$ cat src/rtl/mem_arb_pkg.sv
// mem_arb_pkg: shared FSM state and transaction-owner types for the memory arbiter.
package mem_arb_pkg;
  typedef enum logic [1:0] {IDLE, WAIT, DONE} state_t;
  typedef enum logic [1:0] {OWN_NONE, OWN_HOST, OWN_DATA, OWN_FETCH} owner_t;
endpackage

$ cat src/rtl/mem_arb_slot.sv
// mem_arb_slot: one-deep request holding slot with overrun detection.
module mem_arb_slot #(
  parameter int AW = 32,
  parameter int DW = 32
) (
  input  logic          clk,
  input  logic          rst,
  input  logic          req_i,
  input  logic          we_i,
  input  logic [AW-1:0] addr_i,
  input  logic [DW-1:0] wdata_i,
  input  logic          grant_i,
  output logic          pend_o,
  output logic          we_o,
  output logic [AW-1:0] addr_o,
  output logic [DW-1:0] wdata_o,
  output logic          overrun_o
);
  logic          pend_q, pend_d, we_q;
  logic [AW-1:0] addr_q;
  logic [DW-1:0] wdata_q;
  logic          load;
  assign load      = req_i & ~pend_q;
  assign overrun_o = req_i & pend_q;
  // a req that collides with a pending slot is dropped even if that slot is granted now
  assign pend_d    = load | (pend_q & ~grant_i);
  assign pend_o    = pend_q;
  assign we_o      = we_q;
  assign addr_o    = addr_q;
  assign wdata_o   = wdata_q;
  always_ff @(posedge clk or posedge rst) begin
    if (rst) begin
      pend_q  <= 1'b0;
      we_q    <= 1'b0;
      addr_q  <= '0;
      wdata_q <= '0;
    end else begin
      pend_q <= pend_d;
      if (load) begin
        we_q    <= we_i;
        addr_q  <= addr_i;
        wdata_q <= wdata_i;
      end
    end
  end
endmodule

$ cat src/rtl/mem_arbiter.sv
// mem_arbiter: serialises host/data/fetch requests onto a toggle-handshake memory port.
module mem_arbiter
  import mem_arb_pkg::*;
#(
  parameter int AW       = 32,
  parameter int DW       = 32,
  parameter int FAIR_MAX = 4,
  parameter int TIMEOUT  = 1023
) (
  input  logic          clk,
  input  logic          rst,
  input  logic          h_req,
  input  logic          d_req,
  input  logic          i_req,
  input  logic          h_we,
  input  logic          d_we,
  input  logic [AW-1:0] h_addr,
  input  logic [AW-1:0] d_addr,
  input  logic [AW-1:0] i_addr,
  input  logic [DW-1:0] h_wdata,
  input  logic [DW-1:0] d_wdata,
  output logic          h_done,
  output logic          d_done,
  output logic          i_done,
  output logic [DW-1:0] rdata,
  output logic          ma_request,
  input  logic          ma_answer,
  output logic [AW-1:0] ma_addr,
  output logic          ma_we,
  output logic [DW-1:0] ma_wdata,
  input  logic [DW-1:0] ma_rdata,
  output logic          busy,
  output logic          err_overrun,
  output logic          err_timeout
);
  localparam int            TW       = $clog2(TIMEOUT + 2);
  localparam logic [TW-1:0] TO_LIM   = TW'(TIMEOUT);
  localparam logic [3:0]    FAIR_LIM = 4'(FAIR_MAX);
  state_t        state_q, state_d;
  owner_t        owner_q, owner_d;
  logic          req_q, req_d, we_q, we_d, eov_q, eov_d, eto_q, eto_d;
  logic [AW-1:0] addr_q, addr_d;
  logic [DW-1:0] wdata_q, wdata_d, rdata_q, rdata_d;
  logic [TW-1:0] to_q, to_d;
  logic [3:0]    fair_q, fair_d;
  logic [2:0]    req, pend, grant, ovr, we_in, s_we;
  logic [AW-1:0] addr_in [3];
  logic [AW-1:0] s_addr [3];
  logic [DW-1:0] wdata_in [3];
  logic [DW-1:0] s_wdata [3];
  logic [1:0]    sel;
  logic          fair_take;
  // slot index 0 = host, 1 = data, 2 = fetch (fetch never writes)
  assign req      = {i_req, d_req, h_req};
  assign we_in    = {1'b0, d_we, h_we};
  assign addr_in  = '{h_addr, d_addr, i_addr};
  assign wdata_in = '{h_wdata, d_wdata, {DW{1'b0}}};
  for (genvar g = 0; g < 3; g++) begin : g_slot
    mem_arb_slot #(.AW(AW), .DW(DW)) u_slot (
      .clk      (clk),
      .rst      (rst),
      .req_i    (req[g]),
      .we_i     (we_in[g]),
      .addr_i   (addr_in[g]),
      .wdata_i  (wdata_in[g]),
      .grant_i  (grant[g]),
      .pend_o   (pend[g]),
      .we_o     (s_we[g]),
      .addr_o   (s_addr[g]),
      .wdata_o  (s_wdata[g]),
      .overrun_o(ovr[g])
    );
  end
  assign fair_take = (fair_q == FAIR_LIM) & pend[2] & ~pend[0];
  assign sel       = pend[0] ? 2'd0 : fair_take ? 2'd2 : pend[1] ? 2'd1 : 2'd2;
  assign grant     = (state_q == IDLE && |pend) ? (3'b001 << sel) : 3'b000;
  always_comb begin
    state_d = state_q;
    owner_d = owner_q;
    req_d   = req_q;
    addr_d  = addr_q;
    we_d    = we_q;
    wdata_d = wdata_q;
    rdata_d = rdata_q;
    to_d    = to_q;
    case (state_q)
      IDLE: if (|pend) begin
        addr_d  = s_addr[sel];
        we_d    = s_we[sel];
        wdata_d = s_wdata[sel];
        owner_d = owner_t'(sel + 2'd1);
        req_d   = ~req_q;
        to_d    = '0;
        state_d = WAIT;
      end
      WAIT: begin
        to_d = (to_q == TO_LIM) ? to_q : to_q + 1'b1;
        if (ma_answer == req_q) begin
          rdata_d = ma_rdata;
          state_d = DONE;
        end
      end
      default: begin
        owner_d = OWN_NONE;
        state_d = IDLE;
      end
    endcase
  end
  assign eov_d  = eov_q | (|ovr);
  assign eto_d  = eto_q | ((TIMEOUT != 0) && state_q == WAIT && to_d == TO_LIM);
  // the streak counter only matters while a fetch is actually waiting
  assign fair_d = (~pend[2] | grant[2]) ? 4'd0 :
                  (grant[1] && fair_q != FAIR_LIM) ? fair_q + 4'd1 : fair_q;
  always_ff @(posedge clk or posedge rst) begin
    if (rst) begin
      state_q <= IDLE;
      owner_q <= OWN_NONE;
      req_q   <= 1'b0;
      addr_q  <= '0;
      we_q    <= 1'b0;
      wdata_q <= '0;
      rdata_q <= '0;
      to_q    <= '0;
      fair_q  <= '0;
      eov_q   <= 1'b0;
      eto_q   <= 1'b0;
    end else begin
      state_q <= state_d;
      owner_q <= owner_d;
      req_q   <= req_d;
      addr_q  <= addr_d;
      we_q    <= we_d;
      wdata_q <= wdata_d;
      rdata_q <= rdata_d;
      to_q    <= to_d;
      fair_q  <= fair_d;
      eov_q   <= eov_d;
      eto_q   <= eto_d;
    end
  end
  assign h_done      = (state_q == DONE) && (owner_q == OWN_HOST);
  assign d_done      = (state_q == DONE) && (owner_q == OWN_DATA);
  assign i_done      = (state_q == DONE) && (owner_q == OWN_FETCH);
  assign rdata       = rdata_q;
  assign ma_request  = req_q;
  assign ma_addr     = addr_q;
  assign ma_we       = we_q;
  assign ma_wdata    = wdata_q;
  assign busy        = (state_q != IDLE) || (|pend);
  assign err_overrun = eov_q;
  assign err_timeout = eto_q;
endmodule

$ cat config.mk
export PLATFORM = sky130hd
export DESIGN_NAME = mem_arbiter
export DESIGN_NICKNAME = d
export VERILOG_FILES = /design/src/rtl/mem_arb_pkg.sv /design/src/rtl/mem_arb_slot.sv /design/src/rtl/mem_arbiter.sv
export SDC_FILE = /design/constraint.sdc
export NUM_CORES = 1
export LEC_CHECK = 0
export CAP_MARGIN = 0
export CORE_AREA = 2 2 182 184
export CTS_BUF_LIST = sky130_fd_sc_hd__clkbuf_8
export CTS_CLUSTER_DIAMETER = 40
export CTS_CLUSTER_SIZE = 30
export DETAILED_ROUTE_END_ITERATION = 6
export DIE_AREA = 0 0 184 186
export PLACE_DENSITY = 0.7
export SLEW_MARGIN = 20
export SYNTH_ARGS = -nofsm -noshare
export SYNTH_HDL_FRONTEND = slang
export SYNTH_HIERARCHICAL = 1
export SYNTH_SLANG_ARGS = --single-unit
$ cat constraint.sdc
create_clock -name clk -period 5.1 [get_ports clk]
set_clock_uncertainty 0.2 [all_clocks]
set_input_delay 1.02 -clock clk [delete_from_list [all_inputs] [get_ports clk]]
set_output_delay 1.02 -clock clk [all_outputs]
set_load 0.05 [all_outputs]
==> impl_metrics.json, run 1 <==
{
  "cp.required_ns": 3.88,
  "layout-drive-gt1-share_pct": 23.07,
  "grt_max_degree": 96,
  "cts_setup_buffers": 0,
  "io_buffers": 303,
  "ys_seq_elements": 317,
  "synth_cells": 1067,
  "dp_slack_ns": 1.892,
  "grt_setup_unrepaired": "false",
  "drt_iter0_drc": 428,
  "cts_resized": 0,
  "drv_slew": 0,
  "worst-path-buf-inv": 1,
  "cts_tree": "built",
  "io_pins": 304,
  "grt_pass1_vias": 9803,
  "vias": 9187,
  "seq_area_frac_synth_pct": 55.56,
  "finalPower_mw": 12.50,
  "rrSetupSlack_ns": 2.17,
  "fmax_mhz": 267.5,
  "ctsHoldBuffers": 0,
  "worstSetupStartpointType": "register",
  "routed_wl_um": 34510,
  "clock_latency_ns": 0.56,
  "clockRootBuffer": "clkbuf_8",
  "finalNonFillerCells": 1847,
  "end_kind": "output pin",
  "final_common_cell": "dfrtp_1",
  "overflow": 0,
  "fin_nets": 1605,
  "drv_cap": 0,
  "route.detailed.drc": 0,
  "synth_edf_count": 0,
  "grt_use_total_pct": 20.34,
  "cpPeakStageDelay_ns": 0.75,
  "arrival_ns": 2.52,
  "clkTransAtPathRegs_ns": 0.07,
  "syn_area_per_cell_um2": 13.38,
  "dp_hpwl_um": 23810,
  "slowest_stage": "dfrtp_4",
  "status": "finished clean",
  "cts_buffers": 46,
  "min_period_ns": 3.739,
  "crit_family": "flip-flops",
  "firstDrtPassIters": 4,
  "cellPowerDensity_nw_per_um2": 669.9,
  "hp-class": "register to register",
  "via_per_inst": 4.974,
  "crit_type": "register to output pin",
  "p_leak_nw": 8.092,
  "syn-cell-area_um2": 14280,
  "grt_first_pass_wirelength_um": 53950,
  "setup_violations": 0,
  "crit_path_cell_trace": "nor3_4 -> nand2_1 -> clkdlybuf4s50_1",
  "initial_utilization_pct": 44.33,
  "area_growth_pct": 30.65,
  "clk_path_buf_depth": 3,
  "antenna_found_initial": 5,
  "core_um2": 32210,
  "htree_levels": 2,
  "placed_cells_incl_taps": 1759,
  "die_height_um": 186,
  "max_slew_margin_pct": 36.02,
  "yosys_warnings": 6,
  "wire_per_inst_um": 18.68,
  "worstMarginPinSlew_ns": 0.9597,
  "crit_fanout": 65,
  "postRouteAntennaNets": 0,
  "final-hold-violation-count": 0,
  "peakVddDrop_v": 0.0003233,
  "die-width_um": 184,
  "ys_types": 48,
  "synthArstFlopShare_pct": 100.0,
  "synth_top_flop_cell": "dfrtp_1",
  "num_rows": 66,
  "gp_congestion": 0.7852,
  "final_cell_mix": "316 x dfrtp_1, 303 x clkdlybuf4s50_1, 150 x mux2_4",
  "tns_ns": 0,
  "die-area_um2": 34220,
  "cts.sinks": 317,
  "fin_crit_sh_pct": 73.30,
  "setup_ws_ns": 1.361
}
## metrics by stage
| step | hold slack [ns] | utilization [%] | instance area [µm²] |
|---|---|---|---|
| 3_3_place_gp | 0.2537 | 54.37 | 17510 |
| 5_1_grt | 0.3089 | 57.92 | 18650 |
| 3_5_place_dp | 0.2627 | 54.37 | 17510 |
| 4_1_cts | 0.2848 | 57.89 | 18640 |
| 2_1_floorplan | 0.2799 | - | 14400 |
| 6_report | 0.2784 | 57.92 | 18650 |
## where the power goes
| part | total, mW | switching (mW) | internal (mW) |
|---|---|---|---|
| logic | 5.54 | 2.96 | 2.57 |
| registers | 4.52 | 0.791 | 3.73 |
| clock network | 2.44 | 1.08 | 1.36 |
| total | 12.5 | 4.84 | 7.66 |
## worst paths after layout
path,startpoint,endpoint,cells past startpoint
max in group asynchronous,rst,g_slot[0].u_slot/addr_o[29],3
min in group asynchronous,rst,g_slot[1].u_slot/wdata_o[22],2
setup / recovery,g_slot[0].u_slot/pend_o,busy,3
hold reg to reg,ma_wdata[29],ma_wdata[29],2
hold / removal,ma_wdata[29],ma_wdata[29],2
setup reg to reg,g_slot[0].u_slot/pend_o,g_slot[0].u_slot/addr_o[25],4
## cells by family (layout without fill, tap and decap cells)
kind of cell               Yosys count  after routing  synth area share, %
and+or+nand+nor                    204            204                6.424
xor gates and xnor gates             6              6               0.3681
AOI/OAI and AO/OA                  161            161                6.047
adders and majority gates            6              6               0.5258
DFF                                317            317                55.56
buffers and inverters               79            415                4.574
other                                1             37              0.02627
muxes                              293            293                26.47
## cell usage after synthesis (all sizes together) (3+ instances only)
library cell / instances / share of area, %
nor2: 86 / 2.3
nand2b: 5 / 0.22
xnor2: 3 / 0.18
mux2i: 66 / 4.6
nand4: 4 / 0.22
and2: 8 / 0.35
inv: 12 / 0.32
dfrtp: 317 / 56
nand2: 76 / 2.0
mux2: 227 / 22
o21ai: 70 / 2.5
clkbuf: 26 / 0.68
xor2: 3 / 0.18
buf: 41 / 3.6
a21oi: 75 / 2.7
and3: 4 / 0.18
nand3: 4 / 0.14
a211oi: 4 / 0.21
ha: 6 / 0.53
nor3: 3 / 0.18
a31oi: 3 / 0.13
nor2b: 6 / 0.42
## layout make-up
class / instances / area (µm²)
sequential: 317 / 7936
fill: 2656 / 13550
clock buffer: 53 / 729.5
multi-input combinational: 703 / 5831
tap: 408 / 510.5
clock inverter: 31 / 405.4
antenna: 4 / 10.01
timing repair buffer: 319 / 3178
inverter: 12 / 53.80
## sequential cells by signal, summed over array words and instances, names as in the netlist
signal / cells
err_overrun: 1
g_slot.u_slot/pend_o: 3
g_slot.u_slot/wdata_o: 96
err_timeout: 1
ma_addr: 32
owner_q: 2
g_slot.u_slot/addr_o: 96
ma_we: 1
to_q: 11
state_q: 2
rdata: 32
g_slot.u_slot/we_o: 3
ma_wdata: 32
fair_q: 4
ma_request: 1
## worst min-delay path: stages, from the launching register on
cell     delay, ns
dfrtp_1       0.34
nand2_1       0.05
o21ai_0       0.06
## metal layers
metal / wire [µm] / global-route usage, % / vias up
li1: - / - / 4345
met1: 15050 / 26.14 / 4505
met2: 16670 / 34.08 / 274
met3: 1859 / 4.285 / 61
met4: 915 / 7.360 / 2
met5: 16 / 0 / -
Note: power is estimated with default switching activity, not from simulation.
==> run 2, diff against run 1 <==
- clock period: 5.1 -> 3.5 ns (I/O delays scaled with it)
==> impl_metrics.json, run 2 (synthesis gave the netlist of run 1 again) <==
{
  "drt_iter0_drc": 391,
  "grt_setup_unrepaired": "false",
  "p_leak_nw": 8.094,
  "rrSetupSlack_ns": 0.78,
  "io_buffers": 303,
  "grt_use_total_pct": 20.69,
  "die_height_um": 186,
  "finalPower_mw": 18.07,
  "dp_slack_ns": 0.6331,
  "die-area_um2": 34220,
  "grt_first_pass_wirelength_um": 55170,
  "min_period_ns": 3.210,
  "hp-class": "register to register",
  "crit_type": "register to output pin",
  "cts_resized": 0,
  "gp_congestion": 0.8218,
  "route.detailed.drc": 0,
  "layout-drive-gt1-share_pct": 23.40,
  "clk_path_buf_depth": 3,
  "status": "finished clean",
  "final_cell_mix": "316 x dfrtp_1, 303 x clkdlybuf4s50_1, 150 x mux2_4",
  "htree_levels": 2,
  "via_per_inst": 5.071,
  "setup_violations": 0,
  "cts_setup_buffers": 0,
  "overflow": 0,
  "end_kind": "output pin",
  "dp_hpwl_um": 23620,
  "seq_area_um2": 7936,
  "cellPowerDensity_nw_per_um2": 965.2,
  "firstDrtPassIters": 4,
  "finalNonFillerCells": 1852,
  "antenna_found_initial": 6,
  "clkTransAtPathRegs_ns": 0.08,
  "cts_tree": "built",
  "final-hold-violation-count": 0,
  "peakVddDrop_v": 0.0005151,
  "die-width_um": 184,
  "cts_buffers": 46,
  "multiInputGateArea_um2": 5831,
  "grt_pass1_vias": 9953,
  "grt_max_degree": 99,
  "fin_crit_sh_pct": 91.71,
  "worstMarginPinSlew_ns": 0.9357,
  "num_rows": 66,
  "worstSetupStartpointType": "register",
  "crit_fanout": 6,
  "max_slew_margin_pct": 37.62,
  "fin_nets": 1610,
  "wire_per_inst_um": 18.96,
  "final_common_cell": "dfrtp_1",
  "drv_slew": 0,
  "clock_latency_ns": 0.57,
  "setup_ws_ns": 0.2903,
  "initial_utilization_pct": 44.33,
  "drv_cap": 0,
  "ctsHoldBuffers": 0,
  "cp.required_ns": 2.60,
  "clockRootBuffer": "clkbuf_8",
  "fillers": 2633,
  "fmax_mhz": 311.6,
  "vias": 9391,
  "placed_cells_incl_taps": 1764,
  "cts.sinks": 317,
  "postRouteAntennaNets": 0,
  "routed_wl_um": 35110,
  "io_pins": 304,
  "core_um2": 32210,
  "area_growth_pct": 31.10,
  "tns_ns": 0,
  "arrival_ns": 2.31
}
-- run 2: cell count changes in the layout (fill, tap and decap cells not counted), sizes merged --
| cell | delta |
|---|---|
| bufinv | -4 |
| clkbuf | +2 |
| clkinv | -2 |
| inv | -2 |
| clkinvlp | +6 |
| buf | +5 |
-- run 2: per-layer routing --
metal	global-route usage, %	routed length [µm]
met1	26.93	15250
met4	7.360	953
met5	0	20
met3	4.520	2163
met2	34.22	16720
-- run 2: final timing paths --
check	from	to	depth (start not counted)
worst max register to register	fair_q[0]	fair_q[3]	11
min in group asynchronous	rst	g_slot[0].u_slot/wdata_o[22]	2
worst max-delay path	g_slot[1].u_slot/pend_o	busy	3
worst min register to register	err_timeout	err_timeout	2
worst min-delay path	err_timeout	err_timeout	2
max in group asynchronous	rst	g_slot[2].u_slot/wdata_o[3]	3
-- run 2: critical path, stage by stage, from the launching register on --
cell and delay [ns]:
dfrtp_1 0.50, nor3_4 0.41, nand2_1 0.09, clkdlybuf4s50_1 0.73
-- run 2: where the power goes --
group | internal, mW | switching (mW) | total (mW) | leakage [nW]
Sequential | 5.44 | 1.06 | 6.50 | 3.85
Combinational | 3.82 | 4.45 | 8.27 | 3.73
Clock | 1.72 | 1.58 | 3.30 | 0.515
-- run 2: cell type report --
type	count	area share, %
flip-flops and latches	317	42.40
inverters	12	0.2807
well taps	408	2.727
clock buffers	55	4.044
multi-input cells	703	31.15
diodes	4	0.05348
clock inverters	29	1.564
repair buffers	324	17.78
-- run 2: through the flow --
step                      hold slack [ns]  utilization, %  cell area [µm²]
after floorplan                    0.2799               -            14400
after global placement             0.2549           54.83            17660
after detailed placement           0.2609           54.83            17660
after CTS                          0.2876           58.09            18710
after global routing               0.3065           58.11            18720
final                              0.2833           58.12            18720
==> run 3, diff against run 2 <==
- CTS_CLUSTER_SIZE: 30 -> default
- HOLD_SLACK_MARGIN: default -> 0.15
==> impl_metrics.json, run 3 (synthesis gave the netlist of run 1 again) <==
{
  "ctsHoldBuffers": 0,
  "finalNonFillerCells": 1862,
  "crit_family": "buffers and inverters",
  "arrival_ns": 2.33,
  "die_height_um": 186,
  "die-area_um2": 34220,
  "cts_buffers": 54,
  "routed_wl_um": 35290,
  "grt_pass1_vias": 9978,
  "cpPeakStageDelay_ns": 0.73,
  "grt_max_degree": 99,
  "final-hold-violation-count": 0,
  "worst-path-buf-inv": 1,
  "grt_setup_unrepaired": "false",
  "grt_use_total_pct": 20.74,
  "antenna_found_initial": 8,
  "num_rows": 66,
  "fmax_mhz": 309.3,
  "peakVddDrop_v": 0.0005054,
  "worstMarginPinSlew_ns": 0.9225,
  "slowest_stage": "clkdlybuf4s50_1",
  "dp_slack_ns": 0.6331,
  "clockRootBuffer": "clkbuf_8",
  "layout-drive-gt1-share_pct": 22.72,
  "overflow": 0,
  "status": "finished clean",
  "worstSetupStartpointType": "register",
  "max_slew_margin_pct": 38.50,
  "route.detailed.drc": 0,
  "final_common_cell": "dfrtp_1",
  "worst_r2r_startpoint": "fair_q[0]",
  "reg2regPathDepth": 11,
  "hp-class": "register to register",
  "rrSetupSlack_ns": 0.80,
  "vias": 9423,
  "cp.required_ns": 2.60,
  "cts.sinks": 317,
  "end_kind": "output pin",
  "p_leak_nw": 8.187,
  "setup_violations": 0,
  "die-width_um": 184,
  "drt_iter0_drc": 380,
  "drv_slew": 0,
  "hold_end": "err_timeout",
  "r2r-end": "fair_q[3]",
  "min_delay_path_depth": 2,
  "wire_per_inst_um": 18.95,
  "crit_fanout": 6,
  "drv_cap": 0,
  "clk_path_buf_depth": 3,
  "firstDrtPassIters": 5,
  "final_cell_mix": "316 x dfrtp_1, 303 x clkdlybuf4s50_1, 150 x mux2_4",
  "crit_path_cell_trace": "nor3_4 -> nand2_1 -> clkdlybuf4s50_1",
  "io_pins": 304,
  "cts_tree": "built",
  "htree_levels": 2,
  "cts_setup_buffers": 0,
  "gp_congestion": 0.8218,
  "clock_latency_ns": 0.59,
  "fin_nets": 1618,
  "postRouteAntennaNets": 0,
  "crit_type": "register to output pin",
  "cts_resized": 0,
  "fin_crit_sh_pct": 92.37,
  "area_growth_pct": 31.22,
  "dp_hpwl_um": 23620,
  "utilization_pct": 58.17,
  "core_um2": 32210,
  "setup_ws_ns": 0.2671,
  "tns_ns": 0,
  "clkTransAtPathRegs_ns": 0.06,
  "min_from": "err_timeout",
  "grt_first_pass_wirelength_um": 55320,
  "io_buffers": 303,
  "min_period_ns": 3.233,
  "initial_utilization_pct": 44.33,
  "cellPowerDensity_nw_per_um2": 964.2,
  "placed_cells_incl_taps": 1764,
  "via_per_inst": 5.061
}
run 3: worst register-to-register path: stages, from the launching register on:
cell and delay [ns]:
dfrtp_1 0.42, inv_1 0.07, ha_1 0.19, nand3b_1 0.17, o21ai_4 0.08, buf_12 0.24
nor2_1 0.35, ha_1 0.24, and3_1 0.25, nand4_1 0.13, xor2_1 0.16, nor2_1 0.06
run 3: worst max path at each step:
stage	startpoint	end	cells past startpoint
finish	g_slot[0].u_slot/pend_o	busy	3
floorplan	rst	g_slot[0].u_slot/addr_o[0]	1
detailed placement	h_req	g_slot[0].u_slot/wdata_o[22]	4
CTS	g_slot[1].u_slot/pend_o	busy	3
global placement	h_req	g_slot[0].u_slot/wdata_o[22]	4
global route	state_q[1]	h_done	4
run 3: layout make-up:
| class | instances | area (µm²) |
|---|---|---|
| fillers | 2641 | 13470 |
| flip-flops and latches | 317 | 7936 |
| multi-input cells | 703 | 5831 |
| repair buffers | 324 | 3328 |
| clock buffers | 64 | 880.8 |
| well taps | 408 | 510.5 |
| clock inverters | 28 | 180.2 |
| inverters | 12 | 52.55 |
| diodes | 6 | 15.01 |
run 3: layer usage:
metal	global-route usage (%)	part of all wire [%]	wire, µm
met4	7.680	3.0	1051
met3	4.520	5.9	2065
met2	34.19	47	16750
met5	0	0.085	30
met1	26.98	44	15390
run 3: metrics by stage:
| step | total power [mW] | area, µm² | hold slack, ns |
|---|---|---|---|
| floorplan | 12.50 | 14400 | 0.2799 |
| global placement | 14.63 | 17660 | 0.2549 |
| detailed placement | 14.85 | 17660 | 0.2609 |
| CTS | 18.23 | 18720 | 0.2867 |
| global route | 19.17 | 18730 | 0.3046 |
| finish | 18.06 | 18730 | 0.2780 |
run 3: power breakdown:
group / internal [mW] / switching, mW
sequential: 5.45 / 1.06
clock: 1.80 / 1.49
combinational: 3.82 / 4.45
